$ cat src/rtl/sram_pic_wr.sv
// Bit-serial picture writer: deserialises an LSB-first pixel bit stream, packs
// P_DW bits per SRAM word and writes each completed word with a one-cycle
// active-low strobe at consecutive addresses starting from P_START_ADDR.
module sram_pic_wr #(
    parameter int unsigned      P_AW         = 8,
    parameter logic [P_AW-1:0]  P_START_ADDR = '0,
    parameter int unsigned      P_DW         = 128,
    parameter int unsigned      P_PIX_W      = 8,
    parameter int unsigned      P_PIC_SIZE   = 256
) (
    input  logic            CLK,
    input  logic            RST,
    input  logic            i_sop,
    input  logic            i_vld,
    input  logic            i_bit,
    output logic            o_busy,
    output logic            o_done,
    output logic            o_err,
    output logic            o_sram_cen,
    output logic            o_sram_wen,
    output logic [P_AW-1:0] o_sram_addr,
    output logic [P_DW-1:0] o_sram_wdata
);

    localparam int unsigned N_WORDS = P_PIC_SIZE * P_PIX_W / P_DW;
    localparam int unsigned BCW     = (P_DW > 1) ? $clog2(P_DW) : 1;
    localparam int unsigned WCW     = $clog2(N_WORDS + 1);

    localparam logic [BCW-1:0] BitLast = BCW'(P_DW - 1);
    localparam logic [WCW-1:0] WordEnd = WCW'(N_WORDS);

    typedef enum logic [1:0] {
        StIdle,
        StRecv,
        StDone
    } state_e;

    state_e          state_q, state_d;
    logic [BCW-1:0]  bit_cnt_q, bit_cnt_d;
    logic [WCW-1:0]  word_cnt_q, word_cnt_d;
    logic [P_DW-1:0] pack_q, pack_d;
    logic            err_q, err_d;
    logic            strobe_q, strobe_d;
    logic [P_AW-1:0] addr_q, addr_d;
    logic [P_DW-1:0] wdata_q, wdata_d;

    // Next-state logic: bit packing, word completion, error detection.
    always_comb begin
        state_d    = state_q;
        bit_cnt_d  = bit_cnt_q;
        word_cnt_d = word_cnt_q;
        pack_d     = pack_q;
        err_d      = err_q;
        strobe_d   = 1'b0;
        addr_d     = addr_q;
        wdata_d    = wdata_q;

        unique case (state_q)
            StIdle: begin
                if (i_vld) begin
                    err_d = 1'b1;
                end
                // Clearing the error on an accepted start wins over a
                // simultaneous stray valid.
                if (i_sop) begin
                    state_d    = StRecv;
                    bit_cnt_d  = '0;
                    word_cnt_d = '0;
                    err_d      = 1'b0;
                end
            end

            StRecv: begin
                if (i_sop) begin
                    err_d = 1'b1;
                end
                if (word_cnt_q == WordEnd) begin
                    // Last word is being strobed this cycle; picture is
                    // complete, so any further bit is a protocol error.
                    if (i_vld) begin
                        err_d = 1'b1;
                    end
                    state_d = StDone;
                end else if (i_vld) begin
                    pack_d[bit_cnt_q] = i_bit;
                    if (bit_cnt_q == BitLast) begin
                        strobe_d   = 1'b1;
                        wdata_d    = pack_d;
                        addr_d     = P_START_ADDR + P_AW'(word_cnt_q);
                        bit_cnt_d  = '0;
                        word_cnt_d = word_cnt_q + WCW'(1);
                    end else begin
                        bit_cnt_d = bit_cnt_q + BCW'(1);
                    end
                end
            end

            StDone: begin
                if (i_sop || i_vld) begin
                    err_d = 1'b1;
                end
                state_d = StIdle;
            end

            default: begin
                state_d = StIdle;
            end
        endcase
    end

    // State registers with asynchronous active-low reset.
    always_ff @(posedge CLK or negedge RST) begin
        if (!RST) begin
            state_q    <= StIdle;
            bit_cnt_q  <= '0;
            word_cnt_q <= '0;
            pack_q     <= '0;
            err_q      <= 1'b0;
            strobe_q   <= 1'b0;
            addr_q     <= P_START_ADDR;
            wdata_q    <= '0;
        end else begin
            state_q    <= state_d;
            bit_cnt_q  <= bit_cnt_d;
            word_cnt_q <= word_cnt_d;
            pack_q     <= pack_d;
            err_q      <= err_d;
            strobe_q   <= strobe_d;
            addr_q     <= addr_d;
            wdata_q    <= wdata_d;
        end
    end

    // Outputs are all taken straight from registers.
    always_comb begin
        o_busy       = (state_q != StIdle);
        o_done       = (state_q == StDone);
        o_err        = err_q;
        o_sram_cen   = ~strobe_q;
        o_sram_wen   = ~strobe_q;
        o_sram_addr  = addr_q;
        o_sram_wdata = wdata_q;
    end

endmodule

$ cat config.mk
export PLATFORM = sky130hd
export DESIGN_NAME = sram_pic_wr
export DESIGN_NICKNAME = d
export VERILOG_FILES = /design/src/rtl/sram_pic_wr.sv
export SDC_FILE = /design/constraint.sdc
export NUM_CORES = 1
export LEC_CHECK = 0
export BUFFER_PORTS_ARGS = -buffer_cell sky130_fd_sc_hd__buf_2
export CAP_MARGIN = 10
export CORE_AREA = 2 2 130 182
export DETAILED_ROUTE_END_ITERATION = 10
export DIE_AREA = 0 0 132 184
export MAX_ROUTING_LAYER = met4
export PLACE_DENSITY = 0.84
export SYNTH_ARGS = -nofsm -noshare
export SYNTH_HDL_FRONTEND = slang
export SYNTH_SLANG_ARGS = --single-unit
$ cat constraint.sdc
create_clock -name CLK -period 2.93 [get_ports CLK]
set_clock_uncertainty 0.1 [all_clocks]
set_input_delay 0.1465 -clock CLK [delete_from_list [all_inputs] [get_ports CLK]]
set_output_delay 0.1465 -clock CLK [all_outputs]
set_load 0.005 [all_outputs]
==> flow_metrics.env <==
export IMPL_clk_latency_ns=0.54
export IMPL_grt_total_usage_pct=30.15
export IMPL_synth_area_per_cell_um2=9.913
export IMPL_via_per_inst=6.130
export IMPL_grt_util_met2_pct=49.31
export IMPL_drcViolationCount=0
export IMPL_grt_max_degree=105
export IMPL_synth_compound_area_share_pct=10.50
export IMPL_nNetsFinal=1429
export IMPL_wirelength_um=35530
export IMPL_rows=65
export IMPL_status="finished, final reports clean"
export IMPL_gp_congestion=0.8893
export IMPL_synth_edf_count=0
export IMPL_drt_pass1_iterations=6
export IMPL_timing_final_crit_period_ns=2.587
export IMPL_finalCritPeriodShare_pct=88.28
export IMPL_synth_area_mm2=0.01312
export IMPL_ys_flop_type="dfrtp_1"
export IMPL_cts_sinks=277
export IMPL_core_area_mm2=0.02253
export IMPL_ys_warn_count=0
export IMPL_synthMuxAreaShare_pct=14.98
export IMPL_synth_cells=1323
export IMPL_drive_gt1_share_pct=25.92
export IMPL_clk_pin_slew_ns=0.07
export IMPL_start_kind="register"
export IMPL_setup_slack_ns=0.3435
export IMPL_clockBufferDepth=3
export IMPL_worstPathMaxFanout=78
export IMPL_die_w_um=132
export IMPL_cts_repair_resized=0
export IMPL_async_flop_share_pct=100.0
export IMPL_tightest_slew_ns=0.8719
export IMPL_clock_tree_root_cell="clkbuf_16"
export IMPL_synthAdderAreaFrac_pct=0.6678
export IMPL_drt_initial_drc_count=1191
export IMPL_post_place_ws_ns=0.4110
export IMPL_crit_chain="ha_1, nand2_1, nor4_2, buf_4, buf_12, nor2_1, a31oi_1"
export IMPL_power_density_mw_per_mm2=577.3
export IMPL_seq_area_frac_synth_pct=52.85
export IMPL_slew_viol_final=0
export IMPL_timing_fmax_mhz=386.6
export IMPL_layout_common_cells="304 x nor2_1, 277 x dfrtp_1, 140 x buf_2"
export IMPL_max_slew_margin_rel_pct=41.87
export IMPL_synthSimpleGateAreaFrac_pct=16.20
export IMPL_grtUsageMet3_pct=4.108
export IMPL_critPathMaxStageDelay_ns=0.65
export IMPL_vdd_drop_max_mv=0.4257
export IMPL_synth_xor_area_share_pct=0
export IMPL_worstSetupPathType="register to register"
export IMPL_vias=10640
export IMPL_wl_per_cell_um=20.47
export IMPL_finalSetupTns_ns=0
export IMPL_hold_class="primary input to register"
export IMPL_cts_tree="done"
export IMPL_numCtsBuffers=25
export IMPL_met1_usage_pct=36.21
export IMPL_fp_dieH_um=184
export IMPL_area_delta_synth_final_pct=14.40
export IMPL_hold_viol_final=0
export IMPL_grt_busiest_layer="met2"
export IMPL_cp_required_ns=3.27
export IMPL_mostFrequentLayoutCell="nor2_1"
export IMPL_die_area_mm2=0.02429
export IMPL_h_tree_depth=1
export IMPL_yosysUniqueCellTypes=48
export IMPL_cp_end_kind="register"
export IMPL_max_cap_violations=0
export IMPL_grt_pass1_vias=10550
export IMPL_drtAntennaViolNets=0
export IMPL_p_leak_nw=6.960
export IMPL_hold_ws_ns=0.05778
export IMPL_ys_ff_latch=277
export IMPL_synth_top_family_by_area="simple AND/OR/NAND/NOR gates"
export IMPL_grt_remaining_overflow=0
export IMPL_worst_ep_arrival_time_ns=2.93
export IMPL_finalSetupViolCount=0
export IMPL_grt_pass1_wl_um=56270
export IMPL_start_util_pct=58.22
export IMPL_ioPinCount=146
export IMPL_antenna_found_initial=0
export IMPL_slowest_stage="dfrtp_1"
export IMPL_place_hpwl_um=22380
export IMPL_cts_post_setup_buffers_inserted=0
export IMPL_place_port_buffers=142
export IMPL_rsz0062_at_grt="false"
export IMPL_antenna_cells=0
## sequential cells by signal, indices dropped and copies added (netlist names)
name and flops:
pack_q 128, o_err 1, state_q 2, strobe_q 1
o_sram_wdata 128, word_cnt_q 5, o_sram_addr 5, bit_cnt_q 7
## worst paths after layout
kind,start,end,slack [ns],cells past startpoint
worst max register to register,bit_cnt_q[0],o_sram_wdata[38],0.34,7
worst max-delay path,bit_cnt_q[0],o_sram_wdata[38],0.34,7
worst min register to register,pack_q[69],pack_q[69],0.39,1
worst min-delay path,i_bit,o_sram_wdata[14],0.06,3
min in group asynchronous,RST,o_sram_wdata[86],0.08,2
max in group asynchronous,RST,o_sram_wdata[22],1.74,3
## layout make-up
type / count / area (um2)
Clock buffer: 33 / 695.7
Clock inverter: 12 / 183.9
Fill cell: 1681 / 7525
Inverter: 11 / 41.29
Multi-Input combinational cell: 909 / 5572
Sequential cell: 277 / 6932
Tap cell: 301 / 376.6
Timing Repair Buffer: 193 / 1202
## worst max-delay path, delay by kind of cell (launching register included)
kind | cells | cell delay [ns]
fa+ha+maj | 1 | 0.26
buf+inv | 2 | 0.62
compound gates | 1 | 0.18
flops | 1 | 0.65
simple gates | 3 | 0.63
## logic make-up after synthesis
| group | Yosys count |
|---|---|
| buffers and inverters | 139 |
| and+or+nand+nor | 476 |
| AOI/OAI and AO/OA | 244 |
| DFF | 277 |
| muxes | 179 |
| other | 1 |
| adders and majority gates | 7 |
## metrics by stage
stage | power [mW] | utilization [%] | cells | instance area [um2]
2_1_floorplan | 4.689 | - | 1325 | 13120
3_3_place_gp | 5.141 | 62.60 | 1689 | 14100
3_5_place_dp | 5.183 | 62.60 | 1689 | 14100
4_1_cts | 8.648 | 66.60 | 1736 | 15000
5_1_grt | 8.916 | 66.60 | 1736 | 15000
6_report | 8.661 | 66.60 | 1736 | 15000
## cell usage after synthesis, drive strengths merged (7+ instances only)
cell type  number  share of area [%]
mux2i          41                3.1
clkbuf         67                1.9
ha              7               0.67
nor2          304                8.7
o21ai          96                3.7
dfrtp         277                 53
inv            11               0.31
a31oi          88                4.2
nand3         101                3.9
nand2          19               0.54
buf            61                2.5
a21oi          46                1.8
mux2          138                 12
and2            9               0.43
## where the power goes
| group | internal, mW | leakage (nW) | switching, mW |
|---|---|---|---|
| clock network | 2.04 | 0.426 | 1.45 |
| logic | 0.324 | 2.68 | 0.844 |
| registers | 3.90 | 3.86 | 0.106 |
## routing by layer
layer,up-vias,share of wire (%),wire length [um]
li1,4774,-,-
met1,5204,37,13170
met2,512,50,17680
met3,151,7.0,2489
met4,0,6.2,2188
met5,-,0,0
## what timing repair did
item | in CTS | in global routing
endpoints found under the setup margin | 0 | 0
hold endpoints to repair | 68 | 0
hold buffers | 2 | 0
Power figures use the tool's default switching activity.
